<file path="src/rtl/bp_be_fma_wb_scheduler.sv">
// Writeback-slot scheduler for the shared FMA/IMUL pipe.
// Reserves a writeback slot when an op issues, so IMUL and FMA results never
// leave the pipe in the same cycle. Tracks in-flight destination tags for the
// scoreboard and squashes young reservations on flush.
// Optional statistics counters: define BP_BE_FMA_SCHED_STATS_EN.
module bp_be_fma_wb_scheduler #(
    parameter int unsigned fma_latency_p  = 4,
    parameter int unsigned imul_latency_p = 3,
    parameter int unsigned tag_width_p    = 5,
    parameter int unsigned flush_depth_p  = 2
) (
    input  logic                   clk_i,
    input  logic                   reset_n_i,
    input  logic                   issue_v_i,
    input  logic                   issue_fp_i,
    input  logic [tag_width_p-1:0] issue_tag_i,
    output logic                   issue_ready_o,
    input  logic                   flush_i,
    output logic                   wb_v_o,
    output logic                   wb_fp_o,
    output logic [tag_width_p-1:0] wb_tag_o,
    input  logic [tag_width_p-1:0] query_tag_i,
    input  logic                   query_fp_i,
    output logic                   query_busy_o,
    output logic [2:0]             inflight_cnt_o
`ifdef BP_BE_FMA_SCHED_STATS_EN
    ,
    output logic [31:0]            stall_cnt_o,
    output logic [15:0]            flush_kill_cnt_o
`endif
);

    // Index 0 is the slot writing back this cycle; the youngest FMA lands at Depth-1.
    localparam int unsigned Depth   = fma_latency_p - 1;
    localparam int unsigned FmaIdx  = fma_latency_p - 2;
    localparam int unsigned ImulIdx = imul_latency_p - 2;

    logic [Depth-1:0]                  slot_v_q, slot_v_d;
    logic [Depth-1:0]                  slot_fp_q, slot_fp_d;
    logic [Depth-1:0][tag_width_p-1:0] slot_tag_q, slot_tag_d;
    logic [2:0]                        cnt_q, cnt_d;
    logic [7:0]                        pop;
    logic                              accept;
    logic                              busy;

`ifdef BP_BE_FMA_SCHED_STATS_EN
    logic [15:0] kill_num;
    logic [16:0] kill_sum;
`endif

    // An IMUL would land on the slot an FMA from last cycle is shifting into;
    // an FMA always lands on the freshly vacated top slot.
    assign issue_ready_o = issue_fp_i | ~slot_v_q[imul_latency_p-1];
    assign accept        = issue_v_i & issue_ready_o;

    assign wb_v_o   = slot_v_q[0];
    assign wb_fp_o  = slot_fp_q[0];
    assign wb_tag_o = slot_tag_q[0];

    // Shift the slot array, apply flush to young survivors, then insert the new issue.
    always_comb begin
        slot_v_d   = '0;
        slot_fp_d  = '0;
        slot_tag_d = '0;
`ifdef BP_BE_FMA_SCHED_STATS_EN
        kill_num   = '0;
`endif
        for (int k = 0; k < int'(Depth) - 1; k++) begin
            slot_v_d[k]   = slot_v_q[k+1];
            slot_fp_d[k]  = slot_fp_q[k+1];
            slot_tag_d[k] = slot_tag_q[k+1];
        end
        if (flush_i) begin
            for (int k = 0; k < int'(Depth) - 1; k++) begin
                // Age after the shift, measured against the entry's own latency.
                if (slot_v_d[k] &&
                    (((slot_fp_d[k] ? int'(FmaIdx) : int'(ImulIdx)) - k) < int'(flush_depth_p)))
                begin
                    slot_v_d[k] = 1'b0;
`ifdef BP_BE_FMA_SCHED_STATS_EN
                    kill_num = kill_num + 16'd1;
`endif
                end
            end
        end
        if (accept) begin
            if (flush_i && (flush_depth_p != 0)) begin
                // Same-cycle issue has age 0 and is always inside the flush window.
`ifdef BP_BE_FMA_SCHED_STATS_EN
                kill_num = kill_num + 16'd1;
`endif
            end else if (issue_fp_i) begin
                slot_v_d[FmaIdx]   = 1'b1;
                slot_fp_d[FmaIdx]  = 1'b1;
                slot_tag_d[FmaIdx] = issue_tag_i;
            end else begin
                slot_v_d[ImulIdx]   = 1'b1;
                slot_fp_d[ImulIdx]  = 1'b0;
                slot_tag_d[ImulIdx] = issue_tag_i;
            end
        end
    end

    // Population count of next-state valid bits, saturating at 7.
    always_comb begin
        pop = '0;
        for (int k = 0; k < int'(Depth); k++) begin
            pop = pop + 8'(slot_v_d[k]);
        end
        cnt_d = (pop > 8'd7) ? 3'd7 : pop[2:0];
    end

    // Scoreboard lookup over every valid slot, including the one writing back.
    always_comb begin
        busy = 1'b0;
        for (int k = 0; k < int'(Depth); k++) begin
            if (slot_v_q[k] && (slot_fp_q[k] == query_fp_i) && (slot_tag_q[k] == query_tag_i)) begin
                busy = 1'b1;
            end
        end
    end

    assign query_busy_o   = busy;
    assign inflight_cnt_o = cnt_q;

    // Slot array and occupancy state.
    always_ff @(posedge clk_i or negedge reset_n_i) begin
        if (!reset_n_i) begin
            slot_v_q   <= '0;
            slot_fp_q  <= '0;
            slot_tag_q <= '0;
            cnt_q      <= '0;
        end else begin
            slot_v_q   <= slot_v_d;
            slot_fp_q  <= slot_fp_d;
            slot_tag_q <= slot_tag_d;
            cnt_q      <= cnt_d;
        end
    end

`ifdef BP_BE_FMA_SCHED_STATS_EN
    assign kill_sum = {1'b0, flush_kill_cnt_o} + {1'b0, kill_num};

    // Saturating stall and flush-kill statistics.
    always_ff @(posedge clk_i or negedge reset_n_i) begin
        if (!reset_n_i) begin
            stall_cnt_o      <= '0;
            flush_kill_cnt_o <= '0;
        end else begin
            if (issue_v_i && !issue_ready_o && (stall_cnt_o != 32'hFFFF_FFFF)) begin
                stall_cnt_o <= stall_cnt_o + 32'd1;
            end
            flush_kill_cnt_o <= kill_sum[16] ? 16'hFFFF : kill_sum[15:0];
        end
    end
`endif

endmodule

</file>
<file path="config.mk">
export PLATFORM = sky130hd
export DESIGN_NAME = bp_be_fma_wb_scheduler
export DESIGN_NICKNAME = d
export VERILOG_FILES = /design/src/rtl/bp_be_fma_wb_scheduler.sv
export SDC_FILE = /design/constraint.sdc
export NUM_CORES = 1
export LEC_CHECK = 0
export ABC_AREA = 1
export BUFFER_PORTS_ARGS = -buffer_cell sky130_fd_sc_hd__buf_2
export CAP_MARGIN = 20
export CORE_MARGIN = 3
export CORE_UTILIZATION = 33
export DETAILED_ROUTE_END_ITERATION = 10
export GPL_ROUTABILITY_DRIVEN = 0
export PLACE_DENSITY = 0.59
export SLEW_MARGIN = 25
export SYNTH_ARGS = -nofsm -noshare
export SYNTH_HDL_FRONTEND = slang
export SYNTH_SLANG_ARGS = --single-unit
</file>
<file path="constraint.sdc">
create_clock -name clk_i -period 3.2 [get_ports clk_i]
set_input_delay 0.32 -clock clk_i [delete_from_list [all_inputs] [get_ports clk_i]]
set_output_delay 0.32 -clock clk_i [all_outputs]
set_load 0.01 [all_outputs]
</file>
==> flow_metrics.env, run 1 <==
export IMPL_cts_resized=0
export IMPL_track_usage_pct=10.6
export IMPL_timing_final_crit_period_ns=1.63
export IMPL_synth_cells=142
export IMPL_synth_cell_types=20
export IMPL_hold_viol=0
export IMPL_antenna_cells=0
export IMPL_core_area_sq_um=3130
export IMPL_cts_buffers=3
export IMPL_cts_tree="built"
export IMPL_timing_final_ws_setup_ns=1.57
export IMPL_fin_setup_tns_ns=0
export IMPL_post_route_cells_drive_above_1_share_pct=21.7
export IMPL_synthTopCellsByArea="dfrtp_1 (50%), nand2_1 (14%), inv_1 (11%), nor2_1 (4.4%), buf_4 (4.1%)"
export IMPL_ioPinCount=28
export IMPL_rsz0062_at_grt="false"
export IMPL_vdd_ir_drop_max_v=0.000147
export IMPL_cp_max_fo=4
export IMPL_holdWs_ns=0.224
export IMPL_vias=852
export IMPL_worstSetupEndpointType="primary output"
export IMPL_skew_ns=0.000801
export IMPL_insertion_delay_ns=0.30
export IMPL_vias_per_cell=4.06
export IMPL_pre_cts_ws_ns=1.77
export IMPL_ys_warn_count=0
export IMPL_grt_pass1_wl_um=3370
export IMPL_cts_path_max_buffers=2
export IMPL_dp_hpwl_um=1620
export IMPL_start_util_pct=35.2
export IMPL_startpoint_type="register"
export IMPL_max_freq_ghz=0.612
export IMPL_routed_wl_um=1990
export IMPL_ys_seq_area_share_pct=49.9
export IMPL_place_area_sq_um=1240
export IMPL_grt_pass1_vias=779
export IMPL_cts_root_buf="clkbuf_4"
export IMPL_max_cap_viol_count=0
export IMPL_die_area_sq_um=4070
export IMPL_syn_avg_cell_area_sq_um=7.76
export IMPL_grt_overflow_total=0
export IMPL_status="complete, no violations"
export IMPL_fin_area_sq_um=1300
export IMPL_powerDensity_nw_per_um2=445
export IMPL_hold_path_class="primary input to register"
export IMPL_cts_max_level=1
export IMPL_fp_dieH_um=63.8
export IMPL_ys_ff_latch=22
export IMPL_syn_area_sq_um=1100
export IMPL_ant_nets=0
export IMPL_synth_top_cell_by_area="dfrtp_1"
export IMPL_instances_no_fill=210
export IMPL_detail_route_wl_per_cell_um=9.46
export IMPL_antenna_found_initial=0
export IMPL_setup_viol=0
export IMPL_drcViolationCount=0
export IMPL_period_share_pct=51.1
export IMPL_place_inst=205
export IMPL_final_max_slew_viol_count=0
export IMPL_crit_arrival_ns=1.31
export IMPL_grt_max_degree=23
export IMPL_synth_top_cell_area_share_pct=49.9
export IMPL_rows=20
export IMPL_first_pass_iters=4
export IMPL_synth_fp_nets=159
export IMPL_port_buffers=26
export IMPL_crit_type="register to primary output"
export IMPL_die_x_um=63.8
export IMPL_p_leak_nw=0.762
export IMPL_required_ns=2.88
export IMPL_cts_sinks=22
export IMPL_nNetsFinal=184
export IMPL_clk_pin_slew_worst_paths_ns=0.12
export IMPL_drt_iter0_markers=25
export IMPL_syn_to_final_growth_pct=18.0
[stage by stage]
stage | utilization, % | power [mW]
after global routing | 41.6 | 0.611
after CTS | 41.6 | 0.588
after global placement | 39.6 | 0.373
final | 41.6 | 0.579
after detailed placement | 39.6 | 0.375
after floorplan | - | 0.347
[worst max-delay path: stages (launching register included)]
cell     delay [ns]
dfrtp_1        0.43
nand2_1        0.06
inv_1          0.06
nand2_1        0.04
nor2_1         0.10
nand3_1        0.09
nand3_1        0.09
buf_2          0.13
[placed cells by master (no fill, tap or decap)]
cell,count
nand2_2,1
nor2_1,13
bufinv_16,1
o21ai_0,2
clkbuf_4,3
buf_2,26
fa_1,1
nand2_1,41
xor2_1,2
nor3_4,1
dfrtp_1,22
a21boi_1,2
a21oi_1,1
o22ai_1,1
inv_2,3
dlygate4sd3_1,1
inv_1,32
nand3_1,4
xnor2_1,1
conb_1,1
o21ai_1,6
nor3_2,1
[cell families after synthesis]
group | count (synthesis) | synth area share [%]
AOI/OAI and AO/OA | 12 | 6.02
xor gates and xnor gates | 3 | 2.38
adders and majority gates | 1 | 1.82
buffers and inverters | 42 | 16.3
DFF | 22 | 49.9
other | 1 | 0.340
and+or+nand+nor | 61 | 23.2
[sequential cells by signal, indices dropped and copies added (netlist names)]
| name | count |
|---|---|
| slot_tag_q | 5 |
| wb_tag_o | 5 |
| slot_tag_d | 5 |
| slot_v_q | 2 |
| slot_fp_q | 3 |
| inflight_cnt_o | 2 |
[repair_timing]
item,in CTS,in global routing
buffers inserted,0,0
hold endpoints to repair,22,0
hold buffers,1,0
[power by group]
part / total (mW) / switching, mW / internal, mW / leakage, nW
logic: 0.0705 / 0.0427 / 0.0278 / 0.437
registers: 0.298 / 0.00786 / 0.290 / 0.297
clock network: 0.210 / 0.0837 / 0.127 / 0.0279
[layer usage]
layer / global-route usage, % / vias up / part of all wire [%]
met1: 13.4 / 379 / 47
met2: 17.7 / 21 / 48
met5: 0 / - / 0
met4: 4.85 / 0 / 0.65
li1: - / 450 / -
met3: 1.76 / 2 / 4.7
[layout make-up]
type,instances,area [sq um]
Fill cell,336,1830
Sequential cell,22,551
Multi-Input combinational cell,78,372
Timing Repair Buffer,27,140
Inverter,35,131
Tap cell,44,55.1
Clock inverter,1,30.0
Clock buffer,3,22.5
[path summary, 6_finish.rpt]
check,start,endpoint,slack [ns],depth (start not counted)
setup / recovery,slot_fp_q[2],query_busy_o,1.57,7
hold / removal,flush_i,slot_fp_q[2],0.22,2
setup reg to reg,slot_fp_q[1],inflight_cnt_o[0],1.95,3
hold reg to reg,slot_tag_d[3],wb_tag_o[3],0.41,0
max in group asynchronous,reset_n_i,slot_fp_q[0],2.39,2
min in group asynchronous,reset_n_i,slot_tag_d[1],0.49,2
[synth_stat cells]
cell type and count:
o22ai_1 1, clkbuf_1 1, fa_1 1, dfrtp_1 22, a21oi_1 1, xnor2_1 1
nand2_1 41, nand3_1 4, o21ai_1 6, inv_2 3, nor3_2 1, a21boi_1 2
conb_1 1, buf_4 6, nor2_1 13, xor2_1 2, nor3_4 1, nand2_2 1
inv_1 32, o21ai_0 2
Note: power is estimated with default switching activity, not from simulation.
==> run 2: changes to the inputs <==
Settings changed: PLACE_DENSITY 0.59 to 0.61.
Clock period 3.2 ns to 1.5 ns, I/O delays scaled along.
==> run 2 against run 1 <==
Worst hold slack lost 0.15 ns. Cell count up 0.48%. Clock power up 110%. Highest routed layer unchanged.
==> flow_metrics.env, run 2 (synthesized netlist as in run 1, its figures left out) <==
export IMPL_drcViolationCount=0
export IMPL_insertion_delay_ns=0.30
export IMPL_vias_per_cell=4.05
export IMPL_final_cell_mix="nand2_1 (41), inv_1 (32), buf_2 (26), dfrtp_1 (22), nor2_1 (12)"
export IMPL_cts_sinks=22
export IMPL_grt_pass1_wl_um=3690
export IMPL_post_route_util_pct=41.9
export IMPL_ant_nets=0
export IMPL_final_max_slew_viol_count=0
export IMPL_vdd_ir_drop_max_v=0.000287
export IMPL_multi_input_area_sq_um=374
export IMPL_critPathMaxStageDelay_ns=0.42
export IMPL_grt_overflow_total=0
export IMPL_powerDensity_nw_per_um2=942
export IMPL_grt_max_degree=23
export IMPL_post_route_cells_drive_above_1_share_pct=22.8
export IMPL_reg2reg_from="slot_fp_q[2]"
export IMPL_fillCellCount=341
export IMPL_crit_end="query_busy_o"
export IMPL_core_area_sq_um=3130
export IMPL_antenna_found_initial=0
export IMPL_fin_setup_tns_ns=0
export IMPL_timing_final_crit_period_ns=1.44
export IMPL_ioPinCount=28
export IMPL_clk_pin_slew_worst_paths_ns=0.12
export IMPL_first_pass_iters=4
export IMPL_hold_path_class="primary input to register"
export IMPL_max_freq_ghz=0.694
export IMPL_crit_path_cell_trace="nand2_1 -> o21ai_0 -> nor2_2 -> nand3_1 -> nand3_1 -> buf_2"
export IMPL_setup_viol=0
export IMPL_instances_no_fill=211
export IMPL_cts_path_max_buffers=2
export IMPL_crit_type="register to primary output"
export IMPL_crit_arrival_ns=1.29
export IMPL_r2r_end="inflight_cnt_o[0]"
export IMPL_antenna_cells=0
export IMPL_seq_area_sq_um=551
export IMPL_cts_root_buf="clkbuf_4"
export IMPL_layout_commonest_cell="nand2_1"
export IMPL_skew_ns=0.00278
export IMPL_nNetsFinal=185
export IMPL_track_usage_pct=11.4
export IMPL_detail_route_wl_per_cell_um=10.1
export IMPL_cp_max_fo=3
export IMPL_cts_tree="built"
export IMPL_critPathMostFrequentCell="nand3_1"
export IMPL_holdWs_ns=0.0707
export IMPL_max_cap_viol_count=0
export IMPL_crit_start="slot_tag_q[11]"
export IMPL_grt_pass1_vias=866
export IMPL_hold_viol=0
export IMPL_rows=20
export IMPL_worstSetupEndpointType="primary output"
export IMPL_required_ns=1.35
export IMPL_vias=855
export IMPL_rsz0062_at_grt="true"
export IMPL_period_share_pct=96.1
export IMPL_port_buffers=26
export IMPL_status="complete, no violations"
export IMPL_start_util_pct=35.2
export IMPL_worst_path_max_delay_cell="dfrtp_1"
export IMPL_timing_final_ws_setup_ns=0.0581
export IMPL_die_x_um=63.8
export IMPL_drt_iter0_markers=33
export IMPL_dp_hpwl_um=1650
export IMPL_die_area_sq_um=4070
export IMPL_worstRegToRegCells=4
export IMPL_p_leak_nw=0.767
export IMPL_place_inst=205
export IMPL_startpoint_type="register"
export IMPL_cts_buffers=3
export IMPL_syn_to_final_growth_pct=19.0
export IMPL_pre_cts_ws_ns=0.242
export IMPL_fp_dieH_um=63.8
export IMPL_r2r_slack_ns=0.15
export IMPL_hold_path_startpoint="issue_tag_i[0]"
export IMPL_cts_max_level=1
export IMPL_routed_wl_um=2130
[run 2: metrics by stage]
step                instance area [sq um]  power, mW
finish                               1310       1.24
global route                         1310       1.30
CTS                                  1310       1.25
detailed placement                   1240      0.800
global placement                     1240      0.795
floorplan                            1100      0.739
[run 2: area by class of cell]
type,count,area share [%]
flip-flops and latches,22,42.0
clock inverters,1,2.29
multi-input cells,78,28.5
repair buffers,28,11.3
clock buffers,3,1.72
inverters,35,10.0
well taps,44,4.20
[run 2: where the power goes]
part | leakage [nW] | total [mW] | internal (mW) | switching (mW)
Sequential | 0.297 | 0.635 | 0.619 | 0.0154
Combinational | 0.442 | 0.156 | 0.0610 | 0.0948
Clock | 0.0279 | 0.445 | 0.270 | 0.175
Total | 0.767 | 1.24 | 0.950 | 0.286
[run 2: what timing repair did]
action,4_1_cts,5_1_grt
hold endpoints to repair,22,0
setup endpoints to repair,1,1
gates cloned,0,0
resized for setup,0,1
setup buffers,1,0
hold buffers,1,0
[run 2: routing by layer]
layer	GRT usage (%)	wire length, um	vias up	part of all wire (%)
li1	-	-	456	-
met1	12.7	898	386	42
met2	21.5	1170	11	55
met3	1.23	31	2	1.5
met4	4.85	24	0	1.1
met5	0	0	-	0
[run 2: worst max-delay path: cells and delay by family, from the launching register on]
kind,cells,cell delay (ns)
and+or+nand+nor,4,0.35
DFF,1,0.42
buffers and inverters,1,0.13
AOI/OAI and AO/OA,1,0.09
[run 2: how the worst min path moves through the flow]
| stage | endpoint | slack, ns | depth (start not counted) |
|---|---|---|---|
| floorplan | inflight_cnt_o[0] | -0.15 | 0 |
| global placement | slot_v_q[0] | 0.13 | 1 |
| detailed placement | slot_fp_q[1] | 0.14 | 1 |
| CTS | slot_fp_q[2] | 0.05 | 2 |
| global route | slot_fp_q[2] | 0.05 | 2 |
| finish | slot_tag_q[10] | 0.07 | 3 |
==> run 3: changes to the inputs <==
Settings changed: PLACE_DENSITY 0.61 to 0.59, REMOVE_ABC_BUFFERS set to 1.
Clock period 1.5 ns to 1.4 ns, I/O delays scaled along.
==> run 3 against run 2 <==
The flow now finishes with violations (negative setup slack). Via count decreased by 0.94%. Power fell by 3.7%. Design area is 0.86% lower. Worst setup slack lost 0.063 ns. Global-route usage down 0.38 points. Non-clock buffer count up 1. Register-to-register slack better by 0.02 ns. First-iteration DRC count decreased by 61%. Largest cell class unchanged.
==> flow_metrics.env, run 3 (synthesized netlist as in run 1, its figures left out) <==
export IMPL_max_freq_ghz=0.712
export IMPL_worstRegToRegCells=3
export IMPL_hold_path_class="primary input to register"
export IMPL_pre_cts_ws_ns=0.120
export IMPL_grt_pass1_vias=862
export IMPL_track_usage_pct=11.0
export IMPL_hold_viol=0
export IMPL_hold_end="slot_tag_q[13]"
export IMPL_ant_nets=0
export IMPL_crit_arrival_ns=1.27
export IMPL_critPathMaxStageDelay_ns=0.43
export IMPL_final_max_slew_viol_count=0
export IMPL_period_share_pct=100
export IMPL_startpoint_type="register"
export IMPL_routed_wl_um=2000
export IMPL_setup_viol=1
export IMPL_insertion_delay_ns=0.30
export IMPL_r2r_end="inflight_cnt_o[0]"
export IMPL_cts_path_max_buffers=2
export IMPL_die_area_sq_um=4070
export IMPL_grt_max_degree=23
export IMPL_critPathMostFrequentCell="nand2_1"
export IMPL_die_x_um=63.8
export IMPL_cts_root_buf="clkbuf_4"
export IMPL_ioPinCount=28
export IMPL_worstSetupEndpointType="primary output"
export IMPL_antenna_cells=0
export IMPL_hold_depth=3
export IMPL_nNetsFinal=186
export IMPL_holdWs_ns=0.0494
export IMPL_start_util_pct=35.2
export IMPL_final_cell_mix="nand2_1 (41), inv_1 (32), buf_2 (26), dfrtp_1 (22), nor2_1 (13)"
export IMPL_layout_commonest_cell="nand2_1"
export IMPL_vdd_ir_drop_max_v=0.000273
export IMPL_cts_buffers=3
export IMPL_grt_pass1_wl_um=3510
export IMPL_crit_path_cell_trace="a21boi_1 -> nand2_1 -> nor2_1 -> nand2_1 -> nand3_1 -> buf_2"
export IMPL_instances_no_fill=212
export IMPL_path_buf_inv=1
export IMPL_fin_setup_tns_ns=-0.00515
export IMPL_reg2reg_from="slot_fp_q[1]"
export IMPL_cts_sinks=22
export IMPL_worst_path_max_delay_cell="dfrtp_1"
export IMPL_port_buffers=26
export IMPL_cts_max_level=1
export IMPL_powerDensity_nw_per_um2=915
export IMPL_p_leak_nw=0.766
export IMPL_cts_tree="built"
export IMPL_post_route_cells_drive_above_1_share_pct=22.6
export IMPL_post_route_util_pct=41.6
export IMPL_status="finished, violations left"
export IMPL_vias_per_cell=4.00
export IMPL_vias=847
export IMPL_cp_top_family="flip-flops"
export IMPL_clk_pin_slew_worst_paths_ns=0.12
export IMPL_rows=20
export IMPL_rsz0062_at_grt="true"
export IMPL_grt_overflow_total=0
export IMPL_max_cap_viol_count=0
export IMPL_syn_to_final_growth_pct=17.9
export IMPL_timing_final_ws_setup_ns=-0.00515
export IMPL_r2r_slack_ns=0.17
export IMPL_violations="negative setup slack"
export IMPL_detail_route_wl_per_cell_um=9.42
export IMPL_hold_path_startpoint="issue_tag_i[3]"
export IMPL_crit_type="register to primary output"
export IMPL_fp_dieH_um=63.8
export IMPL_place_inst=205
export IMPL_antenna_found_initial=0
export IMPL_skew_ns=0.00599
export IMPL_drcViolationCount=0
export IMPL_dp_hpwl_um=1660
export IMPL_core_area_sq_um=3130
export IMPL_timing_final_crit_period_ns=1.41
export IMPL_required_ns=1.26
export IMPL_drt_iter0_markers=13
export IMPL_first_pass_iters=3
export IMPL_cp_max_fo=4
run 3: cell types whose count changed in the layout (fill, tap and decap cells not counted), sizes merged:
cell	previous run	this run
buf	27	28
bufinv	1	0
clkbuf	3	4
run 3: timing repair:
action,4_1_cts,5_1_grt
pin swaps,3,0
hold buffers,1,0
buffers inserted,2,0
endpoints found under the setup margin,1,1
resized for setup,0,0
hold endpoints to repair,22,0
run 3: final cells by class:
type                            count  area, sq um
Clock buffer                        4         36.3
Fill cell                         315         1830
Inverter                           35          131
Multi-Input combinational cell     78          372
Sequential cell                    22          551
Tap cell                           44         55.1
Timing Repair Buffer               29          155
run 3: per-stage QoR:
| stage | total power [mW] | area, sq um |
|---|---|---|
| after floorplan | 0.780 | 1050 |
| after global placement | 0.851 | 1240 |
| after detailed placement | 0.857 | 1240 |
| after CTS | 1.21 | 1300 |
| after global routing | 1.26 | 1300 |
| final | 1.19 | 1300 |
run 3: how the worst max path moves through the flow:
stage	start	endpoint	depth (start not counted)
2_1_floorplan	slot_fp_q[1]	inflight_cnt_o[0]	3
3_3_place_gp	issue_fp_i	inflight_cnt_o[0]	5
3_5_place_dp	issue_fp_i	inflight_cnt_o[0]	5
4_1_cts	slot_fp_q[1]	query_busy_o	6
5_1_grt	slot_tag_d[0]	query_busy_o	9
6_report	slot_fp_q[1]	query_busy_o	6
run 3: worst min-delay path, delay by kind of cell:
family | cells | cell delay [ns]
buffers and inverters | 2 | 0.15
and+or+nand+nor | 1 | 0.04
run 3: power by group:
group	leakage [nW]	switching, mW	internal (mW)	total [mW]
sequential	0.297	0.0171	0.664	0.681
clock	0.0210	0.186	0.159	0.345
combinational	0.448	0.0981	0.0661	0.164
total	0.766	0.302	0.888	1.19
run 3: routing by layer:
layer / GRT usage, % / part of all wire, % / vias up
li1: - / - / 457
met1: 13.0 / 47 / 368
met2: 18.7 / 48 / 20
met3: 1.76 / 4.3 / 2
met4: 6.47 / 1.5 / 0
met5: 0 / 0 / -
